**config.mk**
```make
export PLATFORM = sky130hd
export DESIGN_NAME = wptr_handler_flat
export DESIGN_NICKNAME = d
export VERILOG_FILES = /design/src/rtl/fifo_pkg.sv /design/src/rtl/wptr_handler_if.sv /design/src/rtl/sync_2ff.sv /design/src/rtl/wptr_handler.sv /design/src/flat_wrapper.sv
export SDC_FILE = /design/constraint.sdc
export NUM_CORES = 1
export LEC_CHECK = 0
export CAP_MARGIN = 25
export CORE_MARGIN = 2
export CORE_UTILIZATION = 48
export CTS_BUF_LIST = sky130_fd_sc_hd__clkbuf_8
export DETAILED_ROUTE_END_ITERATION = 8
export PLACE_DENSITY_LB_ADDON = 0.25
export SLEW_MARGIN = 20
export SYNTH_ARGS = -nofsm -noshare
export SYNTH_HDL_FRONTEND = slang
export SYNTH_SLANG_ARGS = --single-unit
export TNS_END_PERCENT = 30
```
**constraint.sdc**
```tcl
create_clock -name wclk -period 2.8 [get_ports wclk]
set_clock_uncertainty 0.15 [all_clocks]
set_input_delay 0.28 -clock wclk [delete_from_list [all_inputs] [get_ports wclk]]
set_output_delay 0.28 -clock wclk [all_outputs]
set_load 0.1 [all_outputs]
```
**src/rtl/fifo_pkg.sv**
```systemverilog
// Shared async-FIFO definitions: default pointer width and Gray helpers
// used by both the write-side and read-side pointer handlers.
package fifo_pkg;

  localparam int PTR_WIDTH = 3;
  localparam int PTR_MAX   = 16;

  typedef logic [PTR_MAX-1:0] ptr_t;

  function automatic ptr_t bin2gray(input ptr_t b);
    return b ^ (b >> 1);
  endfunction

  function automatic ptr_t gray2bin(input ptr_t g);
    ptr_t b;
    b[PTR_MAX-1] = g[PTR_MAX-1];
    for (int i = PTR_MAX - 2; i >= 0; i--) begin
      b[i] = b[i+1] ^ g[i];
    end
    return b;
  endfunction

endpackage

```
**src/rtl/wptr_handler_if.sv**
```systemverilog
// Producer/memory-side bundle of the write pointer handler.
// master = producer side, slave = the handler itself.
interface wptr_handler_if
  import fifo_pkg::*;
#(
  parameter int PTR_WIDTH = fifo_pkg::PTR_WIDTH
);

  logic                 w_en;
  logic [PTR_WIDTH:0]   g_rptr;
  logic                 ovf_clr;
  logic                 wr_ok;
  logic [PTR_WIDTH-1:0] waddr;
  logic [PTR_WIDTH:0]   b_wptr;
  logic [PTR_WIDTH:0]   g_wptr;
  logic                 full;
  logic                 almost_full;
  logic [PTR_WIDTH:0]   wfill;
  logic                 overflow;

  modport master (
    output w_en, g_rptr, ovf_clr,
    input  wr_ok, waddr, b_wptr, g_wptr,
    input  full, almost_full, wfill, overflow
  );

  modport slave (
    input  w_en, g_rptr, ovf_clr,
    output wr_ok, waddr, b_wptr, g_wptr,
    output full, almost_full, wfill, overflow
  );

endinterface

```
**src/rtl/sync_2ff.sv**
```systemverilog
// Two-flop synchroniser with async active-low reset.
// Shared by both pointer handlers for the crossing Gray pointer.
module sync_2ff #(
  parameter int WIDTH = 4
) (
  input  logic             clk,
  input  logic             rst_n,
  input  logic [WIDTH-1:0] d,
  output logic [WIDTH-1:0] q
);

  logic [WIDTH-1:0] s1_d, s1_q;
  logic [WIDTH-1:0] s2_d, s2_q;

  always_comb begin
    s1_d = d;
    s2_d = s1_q;
  end

  always_ff @(posedge clk or negedge rst_n) begin
    if (!rst_n) begin
      s1_q <= '0;
      s2_q <= '0;
    end else begin
      s1_q <= s1_d;
      s2_q <= s2_d;
    end
  end

  assign q = s2_q;

endmodule

```
**src/rtl/wptr_handler.sv**
```systemverilog
// Write-side pointer/flag engine of the async FIFO (wclk domain).
// Flags use a synchronised, possibly stale read pointer: pessimistic only.
module wptr_handler
  import fifo_pkg::*;
#(
  parameter int PTR_WIDTH = fifo_pkg::PTR_WIDTH,
  parameter int AF_LEVEL  = 6
) (
  input  logic           wclk,
  input  logic           wrst_n,
  wptr_handler_if.slave  bus
);

  localparam int PW = PTR_WIDTH;

  typedef logic [PW:0] wp_t;

  wp_t  g_rptr_sync;
  wp_t  rbin;
  wp_t  b_wptr_d, b_wptr_q;
  wp_t  g_wptr_d, g_wptr_q;
  wp_t  wfill_d, wfill_q;
  logic full_d, full_q;
  logic af_d, af_q;
  logic ovf_d, ovf_q;
  logic accept;

  sync_2ff #(
    .WIDTH (PW + 1)
  ) u_rptr_sync (
    .clk   (wclk),
    .rst_n (wrst_n),
    .d     (bus.g_rptr),
    .q     (g_rptr_sync)
  );

  assign accept = bus.w_en & ~full_q;

  always_comb begin
    b_wptr_d = b_wptr_q + wp_t'(accept);
    g_wptr_d = wp_t'(bin2gray(ptr_t'(b_wptr_d)));
    rbin     = wp_t'(gray2bin(ptr_t'(g_rptr_sync)));
    wfill_d  = b_wptr_d - rbin;
    // Full: same lap position, opposite wrap parity (top two Gray bits flip).
    full_d   = g_wptr_d ==
               {~g_rptr_sync[PW:PW-1], g_rptr_sync[PW-2:0]};
    af_d     = int'(wfill_d) >= AF_LEVEL;
    ovf_d    = (bus.w_en & full_q) | (ovf_q & ~bus.ovf_clr);
  end

  always_ff @(posedge wclk or negedge wrst_n) begin
    if (!wrst_n) begin
      b_wptr_q <= '0;
      g_wptr_q <= '0;
      wfill_q  <= '0;
      full_q   <= 1'b0;
      af_q     <= 1'b0;
      ovf_q    <= 1'b0;
    end else begin
      b_wptr_q <= b_wptr_d;
      g_wptr_q <= g_wptr_d;
      wfill_q  <= wfill_d;
      full_q   <= full_d;
      af_q     <= af_d;
      ovf_q    <= ovf_d;
    end
  end

  assign bus.wr_ok       = accept;
  assign bus.waddr       = b_wptr_q[PW-1:0];
  assign bus.b_wptr      = b_wptr_q;
  assign bus.g_wptr      = g_wptr_q;
  assign bus.full        = full_q;
  assign bus.almost_full = af_q;
  assign bus.wfill       = wfill_q;
  assign bus.overflow    = ovf_q;

endmodule
```
**src/flat_wrapper.sv**
```systemverilog
// flat-port wrapper written by rule: the top's interface ports become plain ports
module wptr_handler_flat import fifo_pkg::*;
#(
  parameter int PTR_WIDTH = fifo_pkg::PTR_WIDTH,
  parameter int AF_LEVEL  = 6
)
  (wclk, wrst_n, bus_w_en, bus_g_rptr, bus_ovf_clr, bus_wr_ok, bus_waddr, bus_b_wptr, bus_g_wptr, bus_full, bus_almost_full, bus_wfill, bus_overflow);
  wptr_handler_if #(.PTR_WIDTH(PTR_WIDTH)) bus_i ();
  input  logic wclk;
  input  logic wrst_n;
  input wire logic [$bits(bus_i.w_en)-1:0] bus_w_en;
  input wire logic [$bits(bus_i.g_rptr)-1:0] bus_g_rptr;
  input wire logic [$bits(bus_i.ovf_clr)-1:0] bus_ovf_clr;
  output wire logic [$bits(bus_i.wr_ok)-1:0] bus_wr_ok;
  output wire logic [$bits(bus_i.waddr)-1:0] bus_waddr;
  output wire logic [$bits(bus_i.b_wptr)-1:0] bus_b_wptr;
  output wire logic [$bits(bus_i.g_wptr)-1:0] bus_g_wptr;
  output wire logic [$bits(bus_i.full)-1:0] bus_full;
  output wire logic [$bits(bus_i.almost_full)-1:0] bus_almost_full;
  output wire logic [$bits(bus_i.wfill)-1:0] bus_wfill;
  output wire logic [$bits(bus_i.overflow)-1:0] bus_overflow;
  assign bus_i.w_en = bus_w_en;
  assign bus_i.g_rptr = bus_g_rptr;
  assign bus_i.ovf_clr = bus_ovf_clr;
  assign bus_wr_ok = bus_i.wr_ok;
  assign bus_waddr = bus_i.waddr;
  assign bus_b_wptr = bus_i.b_wptr;
  assign bus_g_wptr = bus_i.g_wptr;
  assign bus_full = bus_i.full;
  assign bus_almost_full = bus_i.almost_full;
  assign bus_wfill = bus_i.wfill;
  assign bus_overflow = bus_i.overflow;
  wptr_handler #(.PTR_WIDTH(PTR_WIDTH), .AF_LEVEL(AF_LEVEL)) u_core (.wclk(wclk), .wrst_n(wrst_n), .bus(bus_i));
endmodule
```
==> results by group <==
Timing
  • Minimum clock period: 2.54 ns
  • Final period util: 0.905
  • Max Clock Freq: 394 MHz
  • RSZ-0062 raised after global routing: no
  • Final hold vios: 0
  • Setup Viol. Count Final: 0
  • Max-slew violation count: 0
  • Actual slew at the worst max-slew pin: 0.398 ns
  • Final hold slack: 0.158 ns
  • Slew HR: 0.734

Global routing
  • Initial antenna violation count: 0
  • Vias in the first global route: 538
  • Largest net degree at the start of global routing: 23
  • Overflow after GRT: 0
  • First-pass GRT wire length: 2390 um
  • GRT Util Overall: 0.138

Logic synthesis
  • Synthesized instance count: 72
  • Post-synth EDFFs: 0
  • Count of warnings emitted by yosys: 0
  • Top cells by area, synth: dfrtp_1 (58%), xnor2_1 (9.2%), ha_1 (6.6%), xor2_1 (4.6%), buf_4 (3.2%)
  • Count leader, synth: dfrtp_1
  • Post-synth ARST share: 1.00
  • Seq/Total Area, Yosys: 0.579
  • Synth Register Bits: 22
  • Post-Syn Nets: 86
  • Synth cell types: 23
  • Cell taking the most area after synthesis: dfrtp_1
  • Post-Syn Area per Cell: 13.2 sq um
  • Yosys top cell area share: 0.579
  • Post-synth top cells: dfrtp_1 (22), xnor2_1 (10), inv_1 (8), ha_1 (5), xor2_1 (5)
  • Top_reg_cell synth: dfrtp_1
  • Post-Syn Area: 951 sq um

Floorplanning
  • Row count: 16
  • Chip width: 48.5 um
  • Die area: 0.00235 sq mm
  • Effective utilization at floorplan: 0.495
  • Placeable Area: 0.00192 sq mm
  • Die Y: 48.5 um
  • Ports: 27

Finish
  • Layout Cells excl Fill: 126
  • Layout cells sized above 1: 0.323
  • Final nets: 114
  • Synth-to-layout area growth: 34.2%
  • ANT cells: 0
  • Final instance area: 0.00128 sq mm
  • Fill cells: 159

Placed design
  • DP Wirelength: 1120 um
  • Input/output buffers: 26
  • Placed cell count: 121
  • Routability cong.: 0.751
  • Area after DPL: 0.00121 sq mm

Worst setup path
  • CP Capture Type: flip-flop
  • WS Path Type: flip-flop to flip-flop
  • Worst Reg-to-Reg Cells: 9
  • CP Launch Type: flip-flop
  • Arr. time, crit path: 2.51 ns
  • Critical Path Fanout Max: 3
  • R2r endpoint: u_core.bus.almost_full$_DFF_PN0_
  • Worst Path Required: 2.78 ns
  • Flop-to-flop setup slack: 0.26 ns
  • R2r startpoint: u_core.u_rptr_sync.q[3]$_DFF_PN0_

Clock network
  • Clock slew at reported path FFs: 0.07 ns
  • CTS Hold Buffers Added: 0
  • Cts bufs inserted: 3
  • Setup bufs post-CTS: 0
  • Clock Tree Buf Depth: 2
  • Sink Count: 22
  • H-tree levels: 1
  • CTS root buffer: clkbuf_8
  • Post-CTS Resized: 0
  • Clk_lat worst skew: 0.26 ns
  • Clock tree from TritonCTS: built

Routing
  • 1st-pass router iterations: 2
  • First DRT Iteration DRCs: 1
  • Final ANT Viol Nets: 0
  • Via Count: 574
  • # DRC: 0
  • Routed WL: 1410 um
  • Avg Vias per Cell: 4.56
  • Routed wire per std cell: 11.2 um

Worst hold path
  • Worst Hold Class: primary input to async pin

Job
  • Max Cap Viol: 0

Status
  • Status: completed
==> how the worst max path moves through the flow <==
stage	from	end	slack, ns	depth (start not counted)
floorplan	u_core.bus.full$_DFF_PN0_	u_core.bus.almost_full$_DFF_PN0_	-0.06	9
global placement	bus_w_en	u_core.bus.almost_full$_DFF_PN0_	0.23	10
detailed placement	bus_w_en	u_core.bus.almost_full$_DFF_PN0_	0.14	10
CTS	u_core.u_rptr_sync.q[3]$_DFF_PN0_	u_core.bus.almost_full$_DFF_PN0_	0.23	9
global route	u_core.u_rptr_sync.q[3]$_DFF_PN0_	u_core.bus.almost_full$_DFF_PN0_	0.04	9
finish	u_core.u_rptr_sync.q[3]$_DFF_PN0_	u_core.bus.almost_full$_DFF_PN0_	0.26	9
==> logic make-up (layout without fill, tap and decap cells) <==
kind of cell | after synthesis | in the layout | share of synthesized area
DFF | 22 | 22 | 0.579
xor gates and xnor gates | 16 | 16 | 0.155
buffers and inverters | 12 | 39 | 0.0632
AOI/OAI and AO/OA | 9 | 9 | 0.0711
adders and majority gates | 6 | 6 | 0.0868
and+or+nand+nor | 6 | 6 | 0.0342
muxes | 1 | 1 | 0.0105
==> critical path, cell delays in order, from the launching register on <==
cell	delay, ns
dfrtp_1	0.41
xnor2_1	0.26
xor2_1	0.30
xnor2_1	0.11
ha_2	0.19
fa_1	0.50
inv_1	0.05
and3_1	0.16
a31oi_1	0.16
o211ai_1	0.11
==> registers in the layout (all words and copies together), names as in the netlist <==
signal / cells
u_core.bus.almost_full: 1
u_core.bus.b_wptr: 4
u_core.bus.full: 1
u_core.bus.g_wptr: 3
u_core.bus.overflow: 1
u_core.bus.wfill: 4
u_core.u_rptr_sync.q: 4
u_core.u_rptr_sync.s1_q: 4
==> cells in the final DEF, fill, tap and decap left out, types with 2 or more instances in the layout <==
| cell | count |
|---|---|
| ha_4 | 2 |
| clkbuf_8 | 4 |
| xor2_1 | 5 |
| xnor2_1 | 10 |
| nand3_1 | 2 |
| clkdlybuf4s50_1 | 7 |
| ha_1 | 2 |
| dfrtp_1 | 21 |
| inv_1 | 7 |
| buf_4 | 19 |
==> area by class of cell <==
class                      count  area, sq um  area share
clock buffer                   4         55.1      0.0431
inverter                       8         30.0      0.0235
multi-input combinational     38          375       0.294
sequential                    22          554       0.434
tap                           27         33.8      0.0265
timing repair buffer          27          228       0.178
==> metrics by stage <==
step	TNS, ns	utilization	setup slack (ns)
after floorplan	-0.0557	-	-0.0557
final	0	0.664	0.265
after global routing	0	0.664	0.0389
after CTS	0	0.656	0.226
after detailed placement	0	0.628	0.139
after global placement	0	0.628	0.235
==> per-layer routing <==
metal	track usage	share of wire
met1	0.157	0.41
met5	0	0
met3	0.0401	0.070
met2	0.236	0.50
met4	0.0714	0.019
Power is left out: the tool's default activity adds up to more than one toggle a clock period on the data nets, which glitch-free logic cannot reach.
